==> src/rtl/apb_burst_master.sv <==
// APB initiator that turns one {address, length, direction} command into
// back-to-back APB transfers, fed and drained by valid/ready data streams.
module apb_burst_master #(
  parameter int LEN_W   = 8,
  parameter int TIMEOUT = 256
) (
  input  logic             HCLK,
  input  logic             HRESETn,
  input  logic             cmd_valid,
  output logic             cmd_ready,
  input  logic [31:0]      cmd_addr,
  input  logic [LEN_W-1:0] cmd_len,
  input  logic             cmd_write,
  input  logic             wdata_valid,
  output logic             wdata_ready,
  input  logic [31:0]      wdata,
  output logic             rdata_valid,
  input  logic             rdata_ready,
  output logic [31:0]      rdata,
  output logic [31:0]      PADDR,
  output logic [31:0]      PWDATA,
  output logic             PWRITE,
  output logic             PSEL,
  output logic             PENABLE,
  input  logic [31:0]      PRDATA,
  input  logic             PREADY,
  input  logic             PSLVERR,
  output logic             busy,
  output logic             done,
  output logic             err,
  output logic [1:0]       err_code,
  output logic [LEN_W-1:0] xfer_count
);

  localparam int WAIT_W = (TIMEOUT > 1) ? $clog2(TIMEOUT) : 1;

  typedef enum logic [2:0] {
    S_IDLE,
    S_FETCH,
    S_SETUP,
    S_ACCESS,
    S_DONE
  } state_t;

  state_t           state_q, state_d;
  logic [31:0]      addr_q, addr_d;
  logic [LEN_W-1:0] len_q, len_d;
  logic             write_q, write_d;
  logic [LEN_W-1:0] xfer_count_q, xfer_count_d;
  logic [WAIT_W-1:0] wait_q, wait_d;
  logic             psel_q, psel_d;
  logic             penable_q, penable_d;
  logic             pwrite_q, pwrite_d;
  logic [31:0]      paddr_q, paddr_d;
  logic [31:0]      pwdata_q, pwdata_d;
  logic             rdata_valid_q, rdata_valid_d;
  logic [31:0]      rdata_q, rdata_d;
  logic             err_q, err_d;
  logic [1:0]       err_code_q, err_code_d;

  logic [LEN_W-1:0] xfer_inc;
  logic             timeout_hit;
  logic             fetch_go;

  assign xfer_inc = xfer_count_q + LEN_W'(1);

  // wait_q counts low-PREADY ACCESS cycles already spent; TIMEOUT of 0 never fires
  assign timeout_hit = (TIMEOUT != 0) && (wait_q == WAIT_W'(TIMEOUT - 1));

  // A read beat may only start once the previous word has left (or is leaving) the output register
  assign fetch_go = write_q ? wdata_valid : (!rdata_valid_q || rdata_ready);

  always_comb begin
    state_d       = state_q;
    addr_d        = addr_q;
    len_d         = len_q;
    write_d       = write_q;
    xfer_count_d  = xfer_count_q;
    wait_d        = wait_q;
    psel_d        = psel_q;
    penable_d     = penable_q;
    pwrite_d      = pwrite_q;
    paddr_d       = paddr_q;
    pwdata_d      = pwdata_q;
    rdata_d       = rdata_q;
    rdata_valid_d = rdata_valid_q && !rdata_ready;
    err_d         = err_q;
    err_code_d    = err_code_q;

    unique case (state_q)
      S_IDLE: begin
        if (cmd_valid) begin
          addr_d       = cmd_addr & 32'hFFFF_FFFC;
          len_d        = cmd_len;
          write_d      = cmd_write;
          xfer_count_d = '0;
          err_d        = 1'b0;
          err_code_d   = 2'b00;
          state_d      = (cmd_len == '0) ? S_DONE : S_FETCH;
        end
      end

      S_FETCH: begin
        if (fetch_go) begin
          if (write_q) begin
            pwdata_d = wdata;
          end
          paddr_d   = addr_q;
          pwrite_d  = write_q;
          psel_d    = 1'b1;
          penable_d = 1'b0;
          wait_d    = '0;
          state_d   = S_SETUP;
        end
      end

      S_SETUP: begin
        penable_d = 1'b1;
        state_d   = S_ACCESS;
      end

      S_ACCESS: begin
        if (PREADY) begin
          psel_d    = 1'b0;
          penable_d = 1'b0;
          if (PSLVERR) begin
            err_d      = 1'b1;
            err_code_d = 2'b01;
            state_d    = S_DONE;
          end else begin
            if (!write_q) begin
              rdata_d       = PRDATA;
              rdata_valid_d = 1'b1;
            end
            xfer_count_d = xfer_inc;
            addr_d       = addr_q + 32'd4;
            state_d      = (xfer_inc == len_q) ? S_DONE : S_FETCH;
          end
        end else if (timeout_hit) begin
          psel_d     = 1'b0;
          penable_d  = 1'b0;
          err_d      = 1'b1;
          err_code_d = 2'b10;
          state_d    = S_DONE;
        end else begin
          wait_d = wait_q + WAIT_W'(1);
        end
      end

      S_DONE: begin
        state_d = S_IDLE;
      end

      default: begin
        state_d = S_IDLE;
      end
    endcase
  end

  always_ff @(posedge HCLK or negedge HRESETn) begin
    if (!HRESETn) begin
      state_q       <= S_IDLE;
      addr_q        <= '0;
      len_q         <= '0;
      write_q       <= 1'b0;
      xfer_count_q  <= '0;
      wait_q        <= '0;
      psel_q        <= 1'b0;
      penable_q     <= 1'b0;
      pwrite_q      <= 1'b0;
      paddr_q       <= '0;
      pwdata_q      <= '0;
      rdata_valid_q <= 1'b0;
      rdata_q       <= '0;
      err_q         <= 1'b0;
      err_code_q    <= 2'b00;
    end else begin
      state_q       <= state_d;
      addr_q        <= addr_d;
      len_q         <= len_d;
      write_q       <= write_d;
      xfer_count_q  <= xfer_count_d;
      wait_q        <= wait_d;
      psel_q        <= psel_d;
      penable_q     <= penable_d;
      pwrite_q      <= pwrite_d;
      paddr_q       <= paddr_d;
      pwdata_q      <= pwdata_d;
      rdata_valid_q <= rdata_valid_d;
      rdata_q       <= rdata_d;
      err_q         <= err_d;
      err_code_q    <= err_code_d;
    end
  end

  assign cmd_ready   = (state_q == S_IDLE);
  assign busy        = (state_q != S_IDLE);
  assign done        = (state_q == S_DONE);
  assign wdata_ready = (state_q == S_FETCH) && write_q;

  assign PSEL        = psel_q;
  assign PENABLE     = penable_q;
  assign PWRITE      = pwrite_q;
  assign PADDR       = paddr_q;
  assign PWDATA      = pwdata_q;
  assign rdata_valid = rdata_valid_q;
  assign rdata       = rdata_q;
  assign err         = err_q;
  assign err_code    = err_code_q;
  assign xfer_count  = xfer_count_q;

endmodule
==> config.mk <==
export PLATFORM = sky130hd
export DESIGN_NAME = apb_burst_master
export DESIGN_NICKNAME = d
export VERILOG_FILES = /design/src/rtl/apb_burst_master.sv
export SDC_FILE = /design/constraint.sdc
export NUM_CORES = 1
export LEC_CHECK = 0
export CORE_MARGIN = 2
export CORE_UTILIZATION = 51
export CTS_CLUSTER_DIAMETER = 120
export DETAILED_ROUTE_END_ITERATION = 8
export PLACE_DENSITY_LB_ADDON = 0.08
export SYNTH_ARGS = -nofsm -noshare
export SYNTH_HDL_FRONTEND = slang
export SYNTH_SLANG_ARGS = --single-unit
==> constraint.sdc <==
create_clock -name HCLK -period 5.95 [get_ports HCLK]
set_input_delay 0.8925 -clock HCLK [delete_from_list [all_inputs] [get_ports HCLK]]
set_output_delay 0.8925 -clock HCLK [all_outputs]
set_load 0.02 [all_outputs]
==> impl_metrics.json, run 1 <==
{
  "status": "finished clean",
  "hold_path_class": "flip-flop to flip-flop",
  "crit_slowest_cell": "clkdlybuf4s50_1",
  "cts_tree": "yes",
  "die_area_um2": 15300,
  "crit_path_end_kind": "output pin",
  "first_global_vias": 5773,
  "drv_slew": 0,
  "antenna_cells": 0,
  "critical_path_class": "flip-flop to output pin",
  "grt_max_degree": 111,
  "clk_pin_slew_worst_paths_ns": 0.06,
  "cts-root-buf": "clkbuf_16",
  "ir_drop_v": 0.000326,
  "fill_cells": 953,
  "clk_latency_ns": 0.42,
  "worst_pin_slew_ns": 0.996,
  "overflow": 0,
  "dpl.hpwl_mm": 12.5,
  "final_cell_mix": "clkdlybuf4s50_1 (221), dfrtp_1 (159), mux2_2 (103)",
  "gp_congestion": 0.853,
  "antenna_found_initial": 0,
  "cts_max_level": 4,
  "syn-mean-instance-area_um2": 11.5,
  "synthesis.instances": 635,
  "core_um2": 13900,
  "cp_max_fo": 10,
  "fin_setup_tns_ns": 0,
  "final_layout_size_suffix_gt1_share_pct": 19.4,
  "hold_viol_final": 0,
  "grtUsageTotal_pct": 23.7,
  "cts_buffers": 17,
  "skew_ns": 0.00928,
  "power_mw": 5.82,
  "wire_per_inst_um": 17.4,
  "io_pins": 227,
  "ys_ff_latch": 159,
  "syn_to_final_growth_pct": 39.5,
  "synth.distinct_cells": 59,
  "rows": 43,
  "nNetsFinal": 965,
  "max_cap_viol_count": 0,
  "cts_setup_buffers": 0,
  "die_width_um": 124,
  "yosysSeqAreaShare_pct": 54.5,
  "power.density_nw_per_um2": 572,
  "first_iter_violations": 379,
  "timing.final.crit_share_pct": 51.3,
  "utilization_pct": 73.1,
  "async_flop_share_pct": 100,
  "clock-sinks": 159,
  "final_common_cell": "clkdlybuf4s50_1",
  "cp.required_ns": 5.06,
  "firstDrtPassIters": 5,
  "drc": 0,
  "max_freq_mhz": 327,
  "ant_nets": 0,
  "power_leakage_nw": 4.14,
  "syn-cell-area_um2": 7300,
  "setup_viol": 0,
  "critPathLaunchType": "flip-flop",
  "dr_total_vias": 5838,
  "routed_wl_mm": 18.1,
  "cpPeakStageDelay_ns": 0.62,
  "ys.warnings.count": 0,
  "clockBufferDepth": 2,
  "synth_top_area_share_pct": 54.5,
  "slew_headroom_pct": 33.6,
  "grt_setup_unrepaired": "no",
  "synth_edf_count": 0,
  "worstPathCellList": "nor3b_1 > and2_1 > clkdlybuf4s50_1",
  "via_per_inst": 5.60,
  "grt_pass1_wl_mm": 28.1,
  "arrival_ns": 2.16,
  "initial_core_util_pct": 52.4,
  "ys.flop_type": "dfrtp_1",
  "io_buffers": 222,
  "cts_hold_buf": 0,
  "period_minus_slack_ns": 3.05,
  "cts_resized": 0,
  "synth_top_area_cell": "dfrtp_1",
  "synth.area.top_cells": "dfrtp_1 (55%), mux2_2 (16%), a21oi_1 (2.8%), nand2_1 (2.5%), o21ai_0 (2.3%)",
  "die_h_um": 124
}
-- cell usage after synthesis, types with 6 or more instances --
library cell,count
dfrtp_1,159
nand2b_1,8
and2_1,6
mux2_2,103
nor2_1,39
o21ai_0,33
a31oi_1,7
o22a_1,7
xnor2_1,6
nand2_1,49
clkbuf_1,7
nand3_1,21
buf_2,17
o22ai_1,12
a21oi_1,41
a21oi_2,7
nand4_1,12
xor2_1,7
inv_1,9
-- metal layers --
layer | part of all wire, % | vias to the layer above | global-route usage, %
met5 | 0 | - | 0
li1 | - | 2712 | -
met4 | 2.5 | 0 | 10.1
met2 | 50 | 240 | 39.0
met3 | 6.9 | 40 | 6.27
met1 | 41 | 2846 | 29.8
-- stage by stage --
| stage | instances | hold slack, ns | cell area (um2) | setup WS [ns] |
|---|---|---|---|---|
| after global routing | 1042 | 0.514 | 10200 | 2.78 |
| after CTS | 1042 | 0.503 | 10200 | 2.89 |
| after global placement | 1011 | 0.481 | 9630 | 2.94 |
| after detailed placement | 1011 | 0.487 | 9630 | 2.91 |
| final | 1042 | 0.501 | 10200 | 2.90 |
| after floorplan | 636 | 0.480 | 7300 | 3.74 |
-- logic make-up after synthesis --
group	synth area share (%)
other	0.0514
muxes	15.9
DFF	54.5
adders and majority gates	0.514
and+or+nand+nor	12.2
xor gates and xnor gates	1.56
AOI/OAI and AO/OA	12.0
buffers and inverters	3.26
-- worst max-delay path, delay by kind of cell (launching register included) --
kind,cells,cell delay [ns]
flops,1,0.48
simple gates,2,0.64
buf+inv,1,0.62
-- report_power, final --
| group | leakage (nW) | internal, mW | switching, mW |
|---|---|---|---|
| registers | 1.91 | 1.59 | 0.378 |
| clock network | 0.273 | 0.612 | 0.423 |
| logic | 1.96 | 1.40 | 1.42 |
| total | 4.14 | 3.60 | 2.22 |
-- registers in the layout, summed over array words and instances (netlist names) --
| name | flops |
|---|---|
| err | 1 |
| rdata | 32 |
| PWDATA | 32 |
| xfer_count | 8 |
| err_code | 2 |
| rdata_valid | 1 |
| wait_q | 8 |
| write_q | 1 |
| state_q | 3 |
| PADDR | 30 |
| PWRITE | 1 |
| PSEL | 1 |
| len_q | 8 |
| PENABLE | 1 |
| addr_q | 30 |
-- cell type report --
type	instances	area, um2	area share (%)
Sequential cell	159	3980	39.1
Tap cell	180	225	2.21
Multi-Input combinational cell	432	3100	30.4
Timing Repair Buffer	230	2280	22.4
Inverter	10	42.5	0.418
Clock inverter	11	119	1.17
Clock buffer	20	437	4.29
-- path summary, 6_finish.rpt --
check                                  startpoint                     end  slack [ns]  cells past startpoint
setup / recovery           state_q[1]$_DFFE_PN0P_             wdata_ready        2.90                      3
hold / removal             PWDATA[30]$_DFFE_PN0P_  PWDATA[30]$_DFFE_PN0P_        0.50                      1
setup reg to reg            addr_q[2]$_DFFE_PN0P_  addr_q[30]$_DFFE_PN0P_        3.41                      7
hold reg to reg            PWDATA[30]$_DFFE_PN0P_  PWDATA[30]$_DFFE_PN0P_        0.50                      1
max in group asynchronous                 HRESETn   PADDR[25]$_DFFE_PN0P_        4.10                      2
min in group asynchronous                 HRESETn    len_q[3]$_DFFE_PN0P_        0.63                      1
Note: power is estimated with default switching activity, not from simulation.
==> run 2: changes to the inputs <==
--- a/config.mk
+++ b/config.mk
@@ -6,7 +6,7 @@
 export NUM_CORES = 1
 export LEC_CHECK = 0
 export CORE_MARGIN = 2
-export CORE_UTILIZATION = 51
+export CORE_UTILIZATION = 42
 export CTS_CLUSTER_DIAMETER = 120
 export DETAILED_ROUTE_END_ITERATION = 8
 export PLACE_DENSITY_LB_ADDON = 0.08
==> constraint.sdc (replaced) <==
create_clock -name HCLK -period 2.5 [get_ports HCLK]
set_input_delay 0.375 -clock HCLK [delete_from_list [all_inputs] [get_ports HCLK]]
set_output_delay 0.375 -clock HCLK [all_outputs]
set_load 0.02 [all_outputs]
==> impl_metrics.json, run 2 (same netlist as run 1, synthesis figures left out) <==
{
  "io_pins": 227,
  "pre_cts_slack_ns": 0.259,
  "critPathLaunchType": "flip-flop",
  "wire_per_inst_um": 16.8,
  "die_width_um": 136,
  "antenna_found_initial": 1,
  "grt_setup_unrepaired": "no",
  "final_common_cell": "clkdlybuf4s50_1",
  "die_h_um": 136,
  "cpPeakStageDelay_ns": 0.59,
  "drv_slew": 0,
  "period_minus_slack_ns": 2.39,
  "grt_max_degree": 58,
  "first_global_vias": 5776,
  "stdcell_count": 1102,
  "dpl.hpwl_mm": 13.3,
  "status": "finished clean",
  "timing.final.crit_share_pct": 95.5,
  "clk_latency_ns": 0.43,
  "max_freq_mhz": 419,
  "final_cell_mix": "clkdlybuf4s50_1 (220), dfrtp_1 (159), mux2_2 (103)",
  "dr_total_vias": 5771,
  "final_area_um2": 10400,
  "cts-root-buf": "clkbuf_16",
  "crit_path_end_kind": "output pin",
  "power.density_nw_per_um2": 1340,
  "clk_pin_slew_worst_paths_ns": 0.07,
  "r2r_cells": 7,
  "place_area_um2": 9810,
  "slew_headroom_pct": 63.9,
  "ant_nets": 0,
  "clockBufferDepth": 2,
  "worst-path-stages": 3,
  "grtUsageTotal_pct": 20.3,
  "nNetsFinal": 978,
  "cp_max_fo": 9,
  "place_inst": 1068,
  "syn_to_final_growth_pct": 42.3,
  "fin_setup_tns_ns": 0,
  "worst_pin_slew_ns": 0.542,
  "clock-sinks": 159,
  "hold_path_class": "primary input to asynchronous set/reset pin",
  "max_cap_viol_count": 0,
  "utilization_pct": 60.7,
  "cts_tree": "yes",
  "setup_viol": 0,
  "hold_viol_final": 0,
  "final_layout_size_suffix_gt1_share_pct": 20.9,
  "whs_ns": 0.484,
  "crit_family": "buffers and inverters",
  "power_leakage_nw": 4.22,
  "rows": 48,
  "gp_congestion": 0.796,
  "crit_slowest_cell": "clkdlybuf4s50_1",
  "cp.required_ns": 2.12,
  "initial_core_util_pct": 42.6,
  "skew_ns": 0.0106,
  "crit_buf_inv": 2,
  "drc": 0,
  "power_mw": 14.0,
  "first_iter_violations": 266,
  "grt_pass1_wl_mm": 29.5,
  "timing.final.ws_setup_ns": 0.112,
  "worstPathCellList": "or3_4 > clkinv_4 > clkdlybuf4s50_1",
  "overflow": 0,
  "routed_wl_mm": 18.6,
  "via_per_inst": 5.24,
  "cts_buffers": 17,
  "firstDrtPassIters": 4,
  "cts_max_level": 4,
  "io_buffers": 222,
  "cts_setup_buffers": 0,
  "arrival_ns": 2.01,
  "core_um2": 17100,
  "ir_drop_v": 0.000806,
  "die_area_um2": 18400,
  "critical_path_class": "flip-flop to output pin"
}
[run 2: layout make-up]
| type | count | area [um2] |
|---|---|---|
| Sequential cell | 159 | 3980 |
| Fill cell | 1442 | 6730 |
| Inverter | 10 | 42.5 |
| Clock inverter | 14 | 126 |
| Multi-Input combinational cell | 432 | 3100 |
| Timing Repair Buffer | 243 | 2420 |
| Clock buffer | 18 | 429 |
| Antenna cell | 1 | 2.50 |
| Tap cell | 225 | 282 |
[run 2: layer usage]
layer	vias to the layer above	track usage [%]	wire length, um
li1	2741	-	-
met4	0	6.13	297
met1	2844	26.6	8120
met5	-	0	0
met3	23	5.52	1060
met2	163	33.1	9090
[run 2: what timing repair did]
item / CTS / global route
hold endpoints to repair: 53 / 0
setup endpoints to repair: 1 / 1
hold buffers: 1 / 0
resized for setup: 1 / 1
[run 2: final timing paths]
path,startpoint,end,slack [ns]
min reg2reg,PADDR[26]$_DFFE_PN0P_,PADDR[26]$_DFFE_PN0P_,0.51
max reg2reg,xfer_count[1]$_DFFE_PN0P_,state_q[0]$_DFFE_PN0P_,0.24
max,state_q[2]$_DFFE_PN0P_,cmd_ready,0.11
min in group HCLK,PADDR[26]$_DFFE_PN0P_,PADDR[26]$_DFFE_PN0P_,0.51
min,HRESETn,len_q[5]$_DFFE_PN0P_,0.48
max in group asynchronous,HRESETn,addr_q[27]$_DFFE_PN0P_,1.26
[run 2: report_power, final]
part,switching [mW],internal (mW)
clock,1.16,1.30
combinational,3.43,3.44
sequential,0.861,3.77
==> run 3: changes to the inputs <==
--- a/config.mk
+++ b/config.mk
@@ -6,10 +6,10 @@
 export NUM_CORES = 1
 export LEC_CHECK = 0
 export CORE_MARGIN = 2
-export CORE_UTILIZATION = 42
+export CORE_UTILIZATION = 47
 export CTS_CLUSTER_DIAMETER = 120
 export DETAILED_ROUTE_END_ITERATION = 8
-export PLACE_DENSITY_LB_ADDON = 0.08
+export PLACE_DENSITY = 0.92
 export SYNTH_ARGS = -nofsm -noshare
 export SYNTH_HDL_FRONTEND = slang
 export SYNTH_SLANG_ARGS = --single-unit
==> constraint.sdc (replaced) <==
create_clock -name HCLK -period 2.2 [get_ports HCLK]
set_input_delay 0.33 -clock HCLK [delete_from_list [all_inputs] [get_ports HCLK]]
set_output_delay 0.33 -clock HCLK [all_outputs]
set_load 0.02 [all_outputs]
==> impl_metrics.json, run 3 (same netlist as run 1, synthesis figures left out) <==
{
  "cp.required_ns": 2.50,
  "drv_slew": 0,
  "core_um2": 15200,
  "initial_core_util_pct": 48.0,
  "hold_path_class": "primary input to asynchronous set/reset pin",
  "crit_path_end_kind": "flip-flop",
  "stdcell_count": 1073,
  "final_layout_size_suffix_gt1_share_pct": 22.6,
  "ir_drop_v": 0.000968,
  "max_cap_viol_count": 0,
  "whs_ns": 0.423,
  "slew_headroom_pct": 64.5,
  "die_area_um2": 16500,
  "timing.final.crit_share_pct": 96.7,
  "status": "finished clean",
  "dr_total_vias": 5948,
  "final_cell_mix": "clkdlybuf4s50_1 (217), dfrtp_1 (155), mux2_2 (103)",
  "antenna_cells": 0,
  "overflow": 0,
  "final_common_cell": "clkdlybuf4s50_1",
  "io_buffers": 222,
  "cts_buffers": 17,
  "clk_pin_slew_worst_paths_ns": 0.06,
  "hold_viol_final": 0,
  "final_area_um2": 10500,
  "place_inst": 1039,
  "gr-usage-met1_pct": 30.2,
  "wire_per_inst_um": 17.6,
  "drc": 0,
  "r2r_cells": 7,
  "syn_to_final_growth_pct": 44.5,
  "cts-root-buf": "clkbuf_16",
  "power_leakage_nw": 4.32,
  "clockBufferDepth": 2,
  "ant_nets": 0,
  "first_global_vias": 5884,
  "antenna_found_initial": 0,
  "firstDrtPassIters": 6,
  "cp_max_fo": 6,
  "arrival_ns": 2.43,
  "worst_pin_slew_ns": 0.533,
  "busiest_layer": "met2",
  "first_iter_violations": 358,
  "clock-sinks": 159,
  "place_area_um2": 9880,
  "dpl.hpwl_mm": 13.0,
  "grtUsageTotal_pct": 23.2,
  "critPathLaunchType": "flip-flop",
  "die_h_um": 129,
  "setup_viol": 0,
  "rows": 45,
  "die_width_um": 129,
  "max_freq_mhz": 470,
  "io_pins": 227,
  "via_per_inst": 5.54,
  "grt_max_degree": 63,
  "globalRouteMet2Util_pct": 38.7,
  "critical_path_class": "flip-flop to flip-flop",
  "nNetsFinal": 987,
  "power.density_nw_per_um2": 1560,
  "cts_tree": "yes",
  "grt_use_met3_pct": 5.78,
  "clk_latency_ns": 0.42,
  "cts_max_level": 4,
  "routed_wl_mm": 18.9,
  "gp_congestion": 0.841,
  "period_minus_slack_ns": 2.13,
  "grt_pass1_wl_mm": 30.3,
  "skew_ns": 0.00903
}
run 3: changes by cell type in the layout (fill, tap and decap cells not counted), sizes merged:
cell,change
clkbuf,+2
bufinv,+3
dlymetal6s2s,-1
inv,-4
buf,+9
dlygate4sd2,+4
clkdlybuf4s50,-3
clkinv,+3
diode,-1
clkinvlp,-4
run 3: power by group:
part	leakage, nW	internal [mW]	switching (mW)
clock	0.308	1.89	1.21
sequential	1.90	4.30	1.03
combinational	2.11	4.01	3.98
total	4.32	10.2	6.22
run 3: final timing paths:
kind                            slack, ns                endpoint                      start
worst max register to register       0.07  state_q[0]$_DFFE_PN0P_  xfer_count[1]$_DFFE_PN0P_
worst max-delay path                 0.07  state_q[0]$_DFFE_PN0P_  xfer_count[1]$_DFFE_PN0P_
worst min register to register       0.50  PWDATA[25]$_DFFE_PN0P_     PWDATA[25]$_DFFE_PN0P_
max in group asynchronous            1.05    PADDR[2]$_DFFE_PN0P_                    HRESETn
worst min-delay path                 0.42   PWDATA[7]$_DFFE_PN0P_                    HRESETn
min in group HCLK                    0.46   addr_q[2]$_DFFE_PN0P_                cmd_addr[2]
run 3: per-stage QoR:
stage	worst slack, ns	util [%]	total power [mW]	setup TNS [ns]
2_1_floorplan	0.0437	-	9.99	0
3_3_place_gp	0.101	65.0	13.0	0
3_5_place_dp	0.0409	65.0	13.3	0
4_1_cts	0.0254	69.2	16.5	0
5_1_grt	-0.0424	69.4	17.4	-0.0427
6_report	0.0719	69.4	16.4	0
run 3: timing repair:
action	4_1_cts	5_1_grt
hold buffers	1	0
gates resized for setup	6	7
endpoints found under the hold margin	40	0
pin swaps	0	3
buffers inserted	0	1
setup endpoints to repair	4	4
run 3: final cells by class:
cell class,count,area (um2)
inverter,10,42.5
timing repair buffer,252,2530
clock inverter,12,159
sequential,159,3980
tap,188,235
fill,1116,4660
multi-input combinational,432,3130
clock buffer,20,467
run 3: critical path: stages (launching register included):
cell and delay, ns:
dfrtp_1 0.39, ha_4 0.17, nand3_1 0.06, or2_2 0.32, xnor2_1 0.16, a2111oi_2 0.40, nand4_1 0.21, a211o_1 0.31
run 3: per-layer routing:
metal  wire length [um]  share of wire, %  vias up
met1               7610                40     2892
met3               1280               6.8       32
met4                348               1.8        0
li1                   -                 -     2756
met5                  0                 0        -
met2               9670                51      268
